===== src/rtl/calc_pkg.sv =====
// Shared types and constants for the calculator datapath.
// Serial add/sub controller states and operation encodings.
package calc_pkg;

    typedef enum logic [1:0] {
        IDLE = 2'd0,
        RUN  = 2'd1,
        DONE = 2'd2
    } serial_state_t;

    localparam logic OP_ADD = 1'b0;
    localparam logic OP_SUB = 1'b1;

endpackage : calc_pkg


===== src/rtl/full_adder.sv =====
// One-bit full adder: the whole arithmetic datapath of the serial add/sub unit.
module full_adder (
    input  logic a,
    input  logic b,
    input  logic cin,
    output logic sum,
    output logic cout
);

    assign sum  = a ^ b ^ cin;
    assign cout = (a & b) | (a & cin) | (b & cin);

endmodule : full_adder


===== src/rtl/serial_adder_ctrl.sv =====
// Bit-serial add/subtract controller: one full_adder sequenced LSB first over
// WIDTH cycles, with start/ready operand loading and valid/ack result delivery.
module serial_adder_ctrl
    import calc_pkg::*;
#(
    parameter int WIDTH = 8
) (
    input  logic             clk_i,
    input  logic             rst_i,
    input  logic             start_i,
    input  logic [WIDTH-1:0] a_i,
    input  logic [WIDTH-1:0] b_i,
    input  logic             sub_i,
    output logic             ready_o,
    output logic             busy_o,
    output logic             valid_o,
    input  logic             ack_i,
    output logic [WIDTH-1:0] sum_o,
    output logic             cout_o,
    output logic             ovf_o
);

    localparam int CNT_W = $clog2(WIDTH);
    localparam logic [CNT_W-1:0] CNT_LAST = CNT_W'(WIDTH - 1);

    serial_state_t state_reg, state_next;

    logic [CNT_W-1:0] cnt_reg;
    logic [WIDTH-1:0] a_sh_reg;
    logic [WIDTH-1:0] b_sh_reg;
    logic [WIDTH-2:0] res_sh_reg;
    logic             carry_reg;

    logic [WIDTH-1:0] b_cond;
    logic [WIDTH-1:0] res_next;
    logic             fa_sum;
    logic             fa_cout;
    logic             last_bit;

    // Subtraction is A + ~B + 1: B is inverted here, the +1 enters as carry-in.
    generate
        for (genvar gi = 0; gi < WIDTH; gi++) begin : g_b_cond
            assign b_cond[gi] = b_i[gi] ^ (sub_i == OP_SUB);
        end
    endgenerate

    full_adder u_full_adder (
        .a    (a_sh_reg[0]),
        .b    (b_sh_reg[0]),
        .cin  (carry_reg),
        .sum  (fa_sum),
        .cout (fa_cout)
    );

    assign last_bit = (cnt_reg == CNT_LAST);
    // Partial result holds only the WIDTH-1 bits already produced, so the
    // final assembled word includes the bit coming out of the adder this cycle.
    assign res_next = {fa_sum, res_sh_reg};

    always_ff @(posedge clk_i) begin
        if (rst_i) begin
            state_reg <= IDLE;
        end else begin
            state_reg <= state_next;
        end
    end

    always_comb begin
        state_next = state_reg;
        case (state_reg)
            IDLE:    if (start_i)  state_next = RUN;
            RUN:     if (last_bit) state_next = DONE;
            DONE:    if (ack_i)    state_next = IDLE;
            default: state_next = IDLE;
        endcase
    end

    always_comb begin
        ready_o = 1'b0;
        busy_o  = 1'b0;
        valid_o = 1'b0;
        case (state_reg)
            IDLE:    ready_o = 1'b1;
            RUN:     busy_o  = 1'b1;
            DONE:    valid_o = 1'b1;
            default: ready_o = 1'b0;
        endcase
    end

    always_ff @(posedge clk_i) begin
        if (rst_i) begin
            cnt_reg    <= '0;
            a_sh_reg   <= '0;
            b_sh_reg   <= '0;
            res_sh_reg <= '0;
            carry_reg  <= 1'b0;
            sum_o      <= '0;
            cout_o     <= 1'b0;
            ovf_o      <= 1'b0;
        end else begin
            case (state_reg)
                IDLE: begin
                    if (start_i) begin
                        a_sh_reg  <= a_i;
                        b_sh_reg  <= b_cond;
                        carry_reg <= sub_i;
                        cnt_reg   <= '0;
                    end
                end
                RUN: begin
                    a_sh_reg   <= a_sh_reg >> 1;
                    b_sh_reg   <= b_sh_reg >> 1;
                    carry_reg  <= fa_cout;
                    cnt_reg    <= cnt_reg + 1'b1;
                    res_sh_reg <= res_next[WIDTH-1:1];
                    // Result outputs change only on the edge that enters DONE.
                    if (last_bit) begin
                        sum_o  <= res_next;
                        cout_o <= fa_cout;
                        ovf_o  <= carry_reg ^ fa_cout;
                    end
                end
                default: ;
            endcase
        end
    end

endmodule : serial_adder_ctrl


===== config.mk =====
export PLATFORM = sky130hd
export DESIGN_NAME = serial_adder_ctrl
export DESIGN_NICKNAME = d
export VERILOG_FILES = /design/src/rtl/calc_pkg.sv /design/src/rtl/full_adder.sv /design/src/rtl/serial_adder_ctrl.sv
export SDC_FILE = /design/constraint.sdc
export NUM_CORES = 1
export LEC_CHECK = 0
export BUFFER_PORTS_ARGS = -buffer_cell sky130_fd_sc_hd__buf_2
export CORE_MARGIN = 2
export CORE_UTILIZATION = 58
export DETAILED_ROUTE_END_ITERATION = 10
export PLACE_DENSITY = 0.83
export SYNTH_ARGS = -nofsm -noshare
export SYNTH_HDL_FRONTEND = slang
export SYNTH_SLANG_ARGS = --single-unit

===== constraint.sdc =====
create_clock -name clk_i -period 4 [get_ports clk_i]
set_input_delay 0.6 -clock clk_i [delete_from_list [all_inputs] [get_ports clk_i]]
set_output_delay 0.6 -clock clk_i [all_outputs]
set_load 0.03 [all_outputs]

Word-level counts from Yosys, hierarchy flattened --
Cells that the tools add are included.
Cells by class: $add $sub $neg 1, eq/ne operators 6, multiplexer cells 15, bitwise logic cells 16, reductions and logical operators 5
Operator list (count):
- one-hot mux 8 bit (2 select lines) | 2
- 2-to-1 mux 8 bit | 2
- XOR 1 bit | 11
- 2-to-1 mux 2 bit | 3
- inequality test 2 bit (second input constant) | 3
- one-hot mux 2 bit (3 select lines) | 1
- one-hot mux 3 bit (2 select lines) | 1
- 2-to-1 mux 1 bit | 4
- AND reduction 2 bit | 2
- adder 3 x 1 -> 3 bit (second input constant) | 1
- bitwise AND 1 bit | 3
- == test 3 bit (second input constant) | 1
- 2-to-1 mux 3 bit | 1
- AND reduction 3 bit | 1
- == test 2 x 1 -> 1 bit (second input constant) | 1
- == test 2 bit (second input constant) | 1
- zero test 2 bit | 1
- bitwise OR 1 bit | 2
- one-hot mux 1 bit (2 select lines) | 1
- nonzero test 2 bit | 1
Word-level totals: register bits after elaboration 39, input bits 21, output and inout port bits 13

Longest topological paths before layout --
depth in word-level cells 4, gate-level depth with buffers 6, gate-level depth less buffers 5

By module --
Synthesis repeated with hierarchy kept, for this count alone.
Second synthesis, totals: cell total of the unflattened synthesis 205, area total of the unflattened synthesis 1750.4 um2
By module, submodules not included:
- serial_adder_ctrl | times used 1, cells each 204, area an instance 1730.4 um2
- full_adder | times used 1, cells each 1, area an instance 20.0 um2

Worst setup path after synthesis --
Ideal clock, no wire load.
path type register to output, from register state_reg[1], to output ready_o, data arrival time 1.050 ns, setup slack 2.350 ns, cell stages (with the launch flop) 4, path buffers 2, cells stage by stage dfxtp_1 -> buf_2 -> clkbuf_1 -> nor2_1
Between the ends: longest elaborated chain between the ends 2
RTL lines:
- start: declaration | RTL line serial_adder_ctrl.sv:26 | serial_state_t state_reg, state_next;
- start signal: assignment | RTL line serial_adder_ctrl.sv:64 | state_reg <= state_next;
- zero test 2 bit | RTL line serial_adder_ctrl.sv:82 | case (state_reg)
- 2-to-1 mux 1 bit | RTL line serial_adder_ctrl.sv:82
- end: declaration | RTL line serial_adder_ctrl.sv:14 | output logic ready_o,
Every way passes these cells.

Final worst setup path --
from register state_reg[0], to output busy_o
Between the ends: longest elaborated chain between the ends 2
RTL lines:
- == test 2 x 1 -> 1 bit | RTL line serial_adder_ctrl.sv:82
- 2-to-1 mux 1 bit | RTL line serial_adder_ctrl.sv:82
- end: declaration | RTL line serial_adder_ctrl.sv:15 | output logic busy_o,
Every way passes these cells.

==> results.md <==
- Critical path class: reg2out
- Total power: 706 uW
- Worst-case clock buffer depth: 2
- Via density: between 5 and 6
- Most area-consuming cells after synthesis: dfxtp_1, nand2_1, a21oi_1, o22ai_2, a22oi_1
- Critical R2R Launch: state_reg[0]
- Wire length per cell: 12.5 um
- Die height: between 50 and 60 um
- Die area: roughly 0.0034 sq mm
- Hpwl dp: roughly 2200 um
- # fillers: 250
- RSZ-0062 raised after global routing: no
- Worst-Margin Slew: slightly below 0.8 ns
- Most common cell after layout, fill and taps aside: dfxtp_1
- Layout area overhead: 10.5%
- Leakage power: 0.000750 uW
- Final setup vio count: 0
- CP cell instances: nand2b_1, inv_2, buf_2
- CTS tree: done
- Core area: about 0.0028 sq mm
- Die W: a little under 60 um
- Clock Skews: ~0.0088 ns
- CP max stage delay: approximately 0.85 ns
- Sequential share of the synthesized area: 0.450
- Initial Util: 0.619
- Critical path launch point type: flop
- Post-Syn Nets: between 200 and 250
- Worst-path fanout max: 26
- Initial antenna violation count: 0
- Place WS: 1.68 ns
- Worst path slowest cell: dfxtp_1
- Cell Area, Synth: ~0.0017 sq mm
- Synth Warn #: 0
- Port Buffer Count: 33
- Hold Slack: between 0.4 and 0.5 ns
- Top layer in use: met4
- Routed wire length: about 3200 um
- HP Class: reg2reg
- Vias in the first global route: between 1000 and 1500
- Clock root cell: clkbuf_4
- Synth Register Bits: 39
- Met3 Wirelength: 135 um
- Sequential cell area: between 700 and 800 sq um
- PD cells: 368 mW/mm^2
- Yosys top cell area share: 0.450
- Overflow after GRT: 0
- Status: complete, but fails checks
- CP Data Arrival Time: about 2.1 ns
- Slew margin rel.: 0.479
- CTS Sinks: 39
- Worst Setup End Kind: output port
- Failing checks: DRC
- Num CTS Buffers: 5
- Clk_lat worst skew: ~0.34 ns
- DR iter-0 viols: slightly below 90
- Synth Area per Inst: 8.77 sq um
- Via count: 1414
- Ratio of cells with drive above 1 in the final layout: 0.237
- Post-synth cell types: 32
- WP data required: around 3.4 ns
- Area of the multi-input gates: between 800 and 900 sq um
- Largest net degree at the start of global routing: a little over 40
- Reg clk slew, reported paths: 0.11 ns
- First-pass GRT wire length: 5330 um
- Maximum clock frequency: ~370 MHz
- Post_cts resized: 0
- Hold Crit Start: sum_o[1]
- Diode count: 0
- PnR worst setup slack: around 1.3 ns
- Most frequent cells in the layout: dfxtp_1, nand2_1, buf_2
- Metal2 WL: between 1500 and 2000 um
- MaxCap Viol Count: 0
- # Post-CTS Setup Buffers: 0
- Final nets: roughly 250
- Post-synth top area cell: dfxtp_1
- # IOs: 34
- H-tree depth: 2
- Routability cong.: 0.732
- GRT Util Overall: 0.200
- Worst ir drop on vdd: 0.243 mV
- # rows: 19
- Residual DRC: 1
- Synthesized instance count: slightly below 200
- Wl on met1: 1480 um
- Minimum clock period: 2.72 ns
- Final hold violations: 0
- Crit. Startpoint: state_reg[0]
- Final worst path period share: 0.680
- Setup TNS: 0 ns
- Routed Antenna Nets: 0
- Final Max Tran Viols: 0
- Cts hold-fix bufs: 0
- DR pass1 iterations: 7
==> critical path, delay by kind of cell, from the launching register on <==
kind,cells,cell delay [ns]
buf+inv,2,0.59
simple gates,1,0.34
flops,1,0.85
==> report_power, final <==
| part | switching, uW | internal, uW | total [uW] |
|---|---|---|---|
| sequential | 14.8 | 406 | 421 |
| clock | 130 | 67.1 | 197 |
| combinational | 46.3 | 41.3 | 87.6 |
| total | 191 | 514 | 706 |
==> final timing paths <==
check	to	slack, ns	depth (start not counted)
worst max-delay path	busy_o	1.28	3
worst min-delay path	sum_o[1]	0.46	2
worst max register to register	b_sh_reg[0]	2.09	4
worst min register to register	sum_o[1]	0.46	2
==> cells by family after synthesis <==
group	count (synthesis)	synth area share
XOR/XNOR	9	0.0454
adder cells (fa/ha/maj)	3	0.0259
buffers and inverters	17	0.0497
flip-flops	39	0.450
AND/OR/NAND/NOR	80	0.227
AO/OA/AOI/OAI	50	0.202
==> routing by layer <==
layer	up-vias	global-route usage
met5	-	0
met4	0	0.0779
met3	5	0.0396
met2	30	0.340
met1	652	0.247
li1	727	-
==> synth_stat cells (all sizes together) <==
cell	n
nor3	8
dfxtp	39
a21oi	25
o21ai	1
inv	2
nor2	13
nor2b	2
xnor2	8
or3b	8
and3b	1
o21bai	1
nand2b	10
nand3b	1
a221oi	1
or3	1
o22ai	8
xor2	1
ha	2
buf	10
fa	1
or2	1
a22oi	10
nand2	35
o21ba	1
a211oi	3
clkbuf	5
==> metrics by stage <==
stage | instance area [sq um] | instances | util
6_report | 1920 | 255 | 0.684
5_1_grt | 1920 | 255 | 0.684
4_1_cts | 1920 | 255 | 0.684
2_1_floorplan | 1740 | 198 | -
3_5_place_dp | 1860 | 247 | 0.664
3_3_place_gp | 1860 | 247 | 0.664
==> cell type report <==
cell class	instances	share of cell area
clock buffers	5	0.0196
clock inverters	3	0.0104
inverters	2	0.00391
multi-input cells	142	0.453
flip-flops and latches	39	0.407
well taps	31	0.0202
repair buffers	33	0.0860
Note: power is estimated with default switching activity, not from simulation.
